--- src/rtl/gpio_pkg.sv ---
// Shared constants, types and address helpers for the GPIO pin stage.
package gpio_pkg;
  localparam int GPIO_W   = 34;
  localparam int W0_WIDTH = 24;
  localparam int W1_WIDTH = 10;
  localparam int BUS_W    = 32;

  localparam logic [13:0] PORT_BASE = 14'h1000;
  localparam logic [13:0] DDR_BASE  = 14'h1100;
  localparam logic [13:0] OD_BASE   = 14'h1300;
  localparam logic [13:0] CHG_BASE  = 14'h1400;

  typedef logic [GPIO_W-1:0] gpio_vec_t;
  typedef enum logic [2:0] {BK_NONE, BK_PORT, BK_DDR, BK_OD, BK_CHG} bank_e;

  // Banks are 256 bytes apart, so the bank is the word address above the low 6 bits.
  function automatic bank_e bank_of(input logic [11:0] waddr);
    logic [5:0] b;
    b = waddr[11:6];
    if (b == PORT_BASE[13:8]) return BK_PORT;
    if (b == DDR_BASE[13:8])  return BK_DDR;
    if (b == OD_BASE[13:8])   return BK_OD;
    if (b == CHG_BASE[13:8])  return BK_CHG;
    return BK_NONE;
  endfunction

  function automatic gpio_vec_t vec_of_word(input logic [W0_WIDTH-1:0] d, input logic hi);
    gpio_vec_t v;
    v = '0;
    if (hi) v[GPIO_W-1:W0_WIDTH] = d[W1_WIDTH-1:0];
    else    v[W0_WIDTH-1:0]      = d;
    return v;
  endfunction

  function automatic logic [BUS_W-1:0] word_of_vec(input gpio_vec_t v, input logic hi);
    logic [BUS_W-1:0] w;
    w = '0;
    if (hi) w[W1_WIDTH-1:0] = v[GPIO_W-1:W0_WIDTH];
    else    w[W0_WIDTH-1:0] = v[W0_WIDTH-1:0];
    return w;
  endfunction
endpackage

--- src/rtl/gpio_sync2.sv ---
// Parameterized-width two-flop synchronizer for asynchronous pad inputs.
module gpio_sync2 #(
  parameter int Width = 1
) (
  input  logic             clk_i,
  input  logic             rst_ni,
  input  logic [Width-1:0] d_i,
  output logic [Width-1:0] q_o
);
  logic [Width-1:0] s1_q, s2_q;

  always_ff @(posedge clk_i or negedge rst_ni) begin
    if (!rst_ni) begin
      s1_q <= '0;
      s2_q <= '0;
    end else begin
      s1_q <= d_i;
      s2_q <= s1_q;
    end
  end

  assign q_o = s2_q;
endmodule

--- src/rtl/gpio_pin_io_reg.sv ---
// GPIO pin stage: open-drain pad drive, synchronized pin sampling, pipelined register reads.
// Optional pin-change status/irq is enabled with `define GPIO_CHANGE_IRQ_EN.
module gpio_pin_io_reg
  import gpio_pkg::*;
#(
  parameter int AddrWidth      = 14,
  parameter int BusWidth       = BUS_W,
  parameter int MuxGPIOIOWidth = GPIO_W,
  parameter int NumIOReg       = 6
) (
  input  logic                      CLOCK,
  input  logic                      reset_reg_N,
  input  logic                      write_reg,
  input  logic                      read_reg,
  input  logic [AddrWidth-3:0]      busaddress,
  input  logic [BusWidth-1:0]       busdata_in,
  output logic [BusWidth-1:0]       busdata_out,
  output logic                      read_valid,
  input  logic [MuxGPIOIOWidth-1:0] oe,
  input  logic [MuxGPIOIOWidth-1:0] iodatafromhm3,
  input  logic [MuxGPIOIOWidth-1:0] pin_in,
  output logic [MuxGPIOIOWidth-1:0] pin_out,
  output logic [MuxGPIOIOWidth-1:0] pin_oe,
  output logic                      irq
);
  gpio_vec_t                 port_s2, od_q, od_d, wr_vec, wr_mask, rd_vec, chg_vec;
  logic                      wr_hit;
  bank_e                     wr_bank;
  logic [1:0]                vld_pipe_q;
  logic [AddrWidth-3:0]      rd_addr_q;
  logic [BusWidth-1:0]       rdata, busdata_out_q;
  logic [MuxGPIOIOWidth-1:0] pin_out_q, pin_oe_q;
  logic                      unused_hi;

  // Only the first two words of each bank's window carry state.
  function automatic logic word_hit(input logic [AddrWidth-3:0] a);
    return (a[5:0] < 6'(NumIOReg)) && (a[5:1] == 5'd0);
  endfunction

  gpio_sync2 #(.Width(MuxGPIOIOWidth)) u_sync (
    .clk_i  (CLOCK),
    .rst_ni (reset_reg_N),
    .d_i    (pin_in),
    .q_o    (port_s2)
  );

  assign unused_hi = ^busdata_in[BusWidth-1:W0_WIDTH];
  assign wr_bank   = bank_of(busaddress);
  assign wr_hit    = write_reg && word_hit(busaddress);
  assign wr_vec    = vec_of_word(busdata_in[W0_WIDTH-1:0], busaddress[0]);
  assign wr_mask   = vec_of_word('1, busaddress[0]);
  assign od_d      = (wr_hit && wr_bank == BK_OD) ? ((od_q & ~wr_mask) | wr_vec) : od_q;

  always_ff @(posedge CLOCK or negedge reset_reg_N) begin
    if (!reset_reg_N) begin
      od_q          <= '0;
      pin_out_q     <= '0;
      pin_oe_q      <= '0;
      vld_pipe_q    <= '0;
      rd_addr_q     <= '0;
      busdata_out_q <= '0;
    end else begin
      od_q          <= od_d;
      // Open drain: a high request releases the pad instead of driving it.
      pin_out_q     <= iodatafromhm3 & ~od_q;
      pin_oe_q      <= oe & ~(od_q & iodatafromhm3);
      vld_pipe_q    <= {vld_pipe_q[0], read_reg};
      if (read_reg) rd_addr_q <= busaddress;
      if (vld_pipe_q[0]) busdata_out_q <= rdata;
    end
  end

  // Muxed one cycle after capture, so a same-cycle write is already committed.
  always_comb begin
    rd_vec = '0;
    case (bank_of(rd_addr_q))
      BK_PORT: rd_vec = port_s2;
      BK_DDR:  rd_vec = oe;
      BK_OD:   rd_vec = od_q;
      BK_CHG:  rd_vec = chg_vec;
      default: rd_vec = '0;
    endcase
    rdata = word_hit(rd_addr_q) ? BusWidth'(word_of_vec(rd_vec, rd_addr_q[0])) : '0;
  end

`ifdef GPIO_CHANGE_IRQ_EN
  gpio_vec_t prev_q, status_q, status_d, clr_vec;
  logic      irq_q;

  // New edges are OR-ed in after the clear, so a set beats a simultaneous clear.
  assign clr_vec  = (wr_hit && wr_bank == BK_CHG) ? wr_vec : '0;
  assign status_d = (status_q & ~clr_vec) | (port_s2 ^ prev_q);

  always_ff @(posedge CLOCK or negedge reset_reg_N) begin
    if (!reset_reg_N) begin
      prev_q   <= '0;
      status_q <= '0;
      irq_q    <= 1'b0;
    end else begin
      prev_q   <= port_s2;
      status_q <= status_d;
      irq_q    <= |status_q;
    end
  end

  assign chg_vec = status_q;
  assign irq     = irq_q;
`else
  assign chg_vec = '0;
  assign irq     = 1'b0;
`endif

  assign busdata_out = busdata_out_q;
  assign read_valid  = vld_pipe_q[1];
  assign pin_out     = pin_out_q;
  assign pin_oe      = pin_oe_q;
endmodule

--- config.mk ---
export PLATFORM = sky130hd
export DESIGN_NAME = gpio_pin_io_reg
export DESIGN_NICKNAME = d
export VERILOG_FILES = /design/src/rtl/gpio_pkg.sv /design/src/rtl/gpio_sync2.sv /design/src/rtl/gpio_pin_io_reg.sv
export SDC_FILE = /design/constraint.sdc
export NUM_CORES = 1
export LEC_CHECK = 0
export CAP_MARGIN = 0
export CORE_ASPECT_RATIO = 0.6
export CORE_UTILIZATION = 40
export DETAILED_ROUTE_END_ITERATION = 7
export GPL_ROUTABILITY_DRIVEN = 0
export PLACE_DENSITY_LB_ADDON = 0.12
export SLEW_MARGIN = 20
export SYNTH_ARGS = -nofsm -noshare
export SYNTH_HDL_FRONTEND = slang
export SYNTH_SLANG_ARGS = --single-unit
export TNS_END_PERCENT = 10
--- constraint.sdc ---
create_clock -name CLOCK -period 1.4 [get_ports CLOCK]
set_clock_uncertainty 0.1 [all_clocks]
set_input_delay 0.28 -clock CLOCK [delete_from_list [all_inputs] [get_ports CLOCK]]
set_output_delay 0.28 -clock CLOCK [all_outputs]
set_load 0.01 [all_outputs]
==> metrics.txt <==
crit path launch type register; clk sinks roughly 210; power after layout 12.9 mW; # nets final approximately 940; post-synth cell types 35; gr usage total between 10% and 20%; Slowest-stage cell, CP dfrtp_2; CP bufs+invs 1; worst r2r path cells 5; Compound-Gate Fraction of Synth Area ~9.1%; TritonCTS buffer count 20; I/O Pins about 250; Post-Synth Simple-Gate Area under 10%; Post-Synth Adder-Cell Area 0%; row count 38; Vias approximately 5100; XOR/XNOR Fraction of Synth Area 0%; largest family of logic cells by synthesized area multiplexers; global-route wire length before repair ~30000 um; synth-to-layout area growth 45.0%; CP delay by family, top flip-flops; fin crit share 122%; crit path time final between 1.5 and 2 ns; last element of the critical path busdata_out[1]$_DFFE_PN0P_; TritonCTS clock tree built; leakage between 5 and 6 nW; number of port buffers between 200 and 250; Post-DRT Antenna Nets 0; Arr. time, crit path just under 2 ns; hold slack between 0.06 and 0.07 ns; final setup fails 27; Routed WL per cell roughly 19 um; die area between 15000 and 20000 sq um; largest net degree at the start of global routing a little under 50; reg2reg setup slack -0.30 ns; pre-CTS setup slack -0.797 ns; final slew viol count 0; vias in the first global route between 5000 and 6000; Fillers about 1400; Post-Route Setup TNS -6.12 ns; capturing point of the worst reg2reg path busdata_out[1]$_DFFE_PN0P_; Worst path depth 5; Max FO, Critical Path 13; mux contribution to synthesized area about an eighth; Final WS setup -0.303 ns; failing checks design-rule violations, negative setup slack; core area 18300 sq um; Root Buffer clkbuf_16; Detailed Route Iter0 Violations 376; status finished with violations; Initial Utilization 41.4%; drt first pass iters 7; RSZ-0062 raised after global routing yes; worst-path cell chain buf_12, mux2_2, a22oi_1, nor3_1, a221o_1; Crit path largest cell delay around 0.47 ns; Max VDD drop 0.000679 V; Die W 180 um; kind of critical path register to register; Die Ht between 100 and 150 um; start of the worst register-to-register path rd_addr_q[6]$_DFFE_PN0P_; Fmax approximately 0.59 GHz; sequential share of the synthesized area between 60% and 70%; final hold viol count 0; Data required, critical path about 1.7 ns; Synth warnings 0; post-DP HPWL around 14000 um; initial antenna violation count 0; Mapped Cells 500; Clock transition at path regs about 0.070 ns; post-layout util about 60%; GRT Residual Overflow 0; layout cell share with drive strength beyond 1 about 32%; Max-cap violations 0; DR DRC count 36; Avg Cell Area, Syn roughly 15 sq um; number of H-tree levels 1; vias per cell between 4 and 5; Clock Latency Late Sink 0.48 ns; element type at the critical path end register; P per Cell Area approximately 1200 nW/um^2; flops & latches, synth ~210; synthesized cell area 7570 sq um; HP Class primary input to register; final WL around 20000 um; crit path from rd_addr_q[6]$_DFFE_PN0P_; Clock Tree Buf Depth 3
-- how the worst min path moves through the flow --
stage / from / to / slack [ns] / cells past startpoint
6_report: busaddress[1] / rd_addr_q[1]$_DFFE_PN0P_ / 0.07 / 2
5_1_grt: busaddress[1] / rd_addr_q[1]$_DFFE_PN0P_ / 0.07 / 2
4_1_cts: busaddress[2] / rd_addr_q[2]$_DFFE_PN0P_ / 0.07 / 2
3_5_place_dp: reset_reg_N / pin_oe[27]$_DFF_PN0_ / 0.08 / 1
3_3_place_gp: reset_reg_N / u_sync.s1_q[27]$_DFF_PN0_ / 0.07 / 1
2_1_floorplan: reset_reg_N / async pin / -0.12 / 0
-- Yosys cell counts, drive strengths merged --
cell type,count,area share [%]
o2bb2ai,14,1.6
a21oi,14,0.93
and4b,1,0.13
inv,3,0.15
o2111ai,1,0.12
o21ai,12,0.79
nand4,1,0.17
a21boi,34,3.4
nand2,12,0.59
nor2b,39,3.2
nor4b,2,0.43
mux2i,24,3.2
nor3,10,0.66
a221o,6,0.79
mux2,54,9.0
buf,22,2.6
a22oi,10,0.99
nand3,1,0.13
conb,1,0.050
clkbuf,7,0.35
nor4,2,0.36
nand2b,1,0.18
a211o,4,0.46
dfrtp,208,69
and2,1,0.083
nor2,16,0.93
-- metrics by stage --
stage	instance area, sq um	cells
finish	11000	1047
CTS	10700	1034
global placement	10400	994
global route	11000	1046
floorplan	7600	508
detailed placement	10400	994
-- repair_timing --
action	4_1_cts	5_1_grt
hold endpoints to repair	208	5
pin swaps	4	6
buffers inserted	5	5
gates resized for setup	407	33
setup endpoints to repair	151	91
hold buffers	1	5
gates cloned	0	2
-- cell families after synthesis --
family          count (synthesis)
compound gates                 95
buf+inv                        32
flops                         208
mux                            78
other cells                     1
simple gates                   86
-- where the power goes --
part           internal, mW  total, mW  switching [mW]
logic                 0.777       1.43           0.650
clock network          2.96       5.11            2.15
registers              6.25       6.34          0.0929
total                  9.99       12.9            2.89
-- layer usage --
layer	global-route usage [%]	share of wire [%]
met4	3.51	1.0
met5	0	0
met1	28.7	48
met2	29.6	44
met3	5.25	7.4
-- cell usage in the layout (no fill, tap or decap), drive strengths merged, types with 9 or more instances in the layout --
cell type	synthesis	routed
nor2b	39	39
mux2i	24	24
a21oi	14	14
clkbuf	7	37
nand2	12	12
mux2	54	54
nor2	16	16
o21ai	12	12
clkdlybuf4s50	0	128
dfrtp	208	208
nor3	10	10
o2bb2ai	14	14
a21boi	34	34
buf	22	146
a22oi	10	10
conb	1	9
-- layout make-up --
cell class	count	area (sq um)	share of cell area, %
Timing Repair Buffer	291	2530	23.1
Multi-Input combinational cell	270	2310	21.1
Clock inverter	1	7.51	0.0684
Clock buffer	33	611	5.56
Antenna cell	1	2.50	0.0228
Sequential cell	208	5210	47.4
Tap cell	240	300	2.73
Inverter	3	11.3	0.103
No activity file was read; power rests on OpenSTA's default activity.
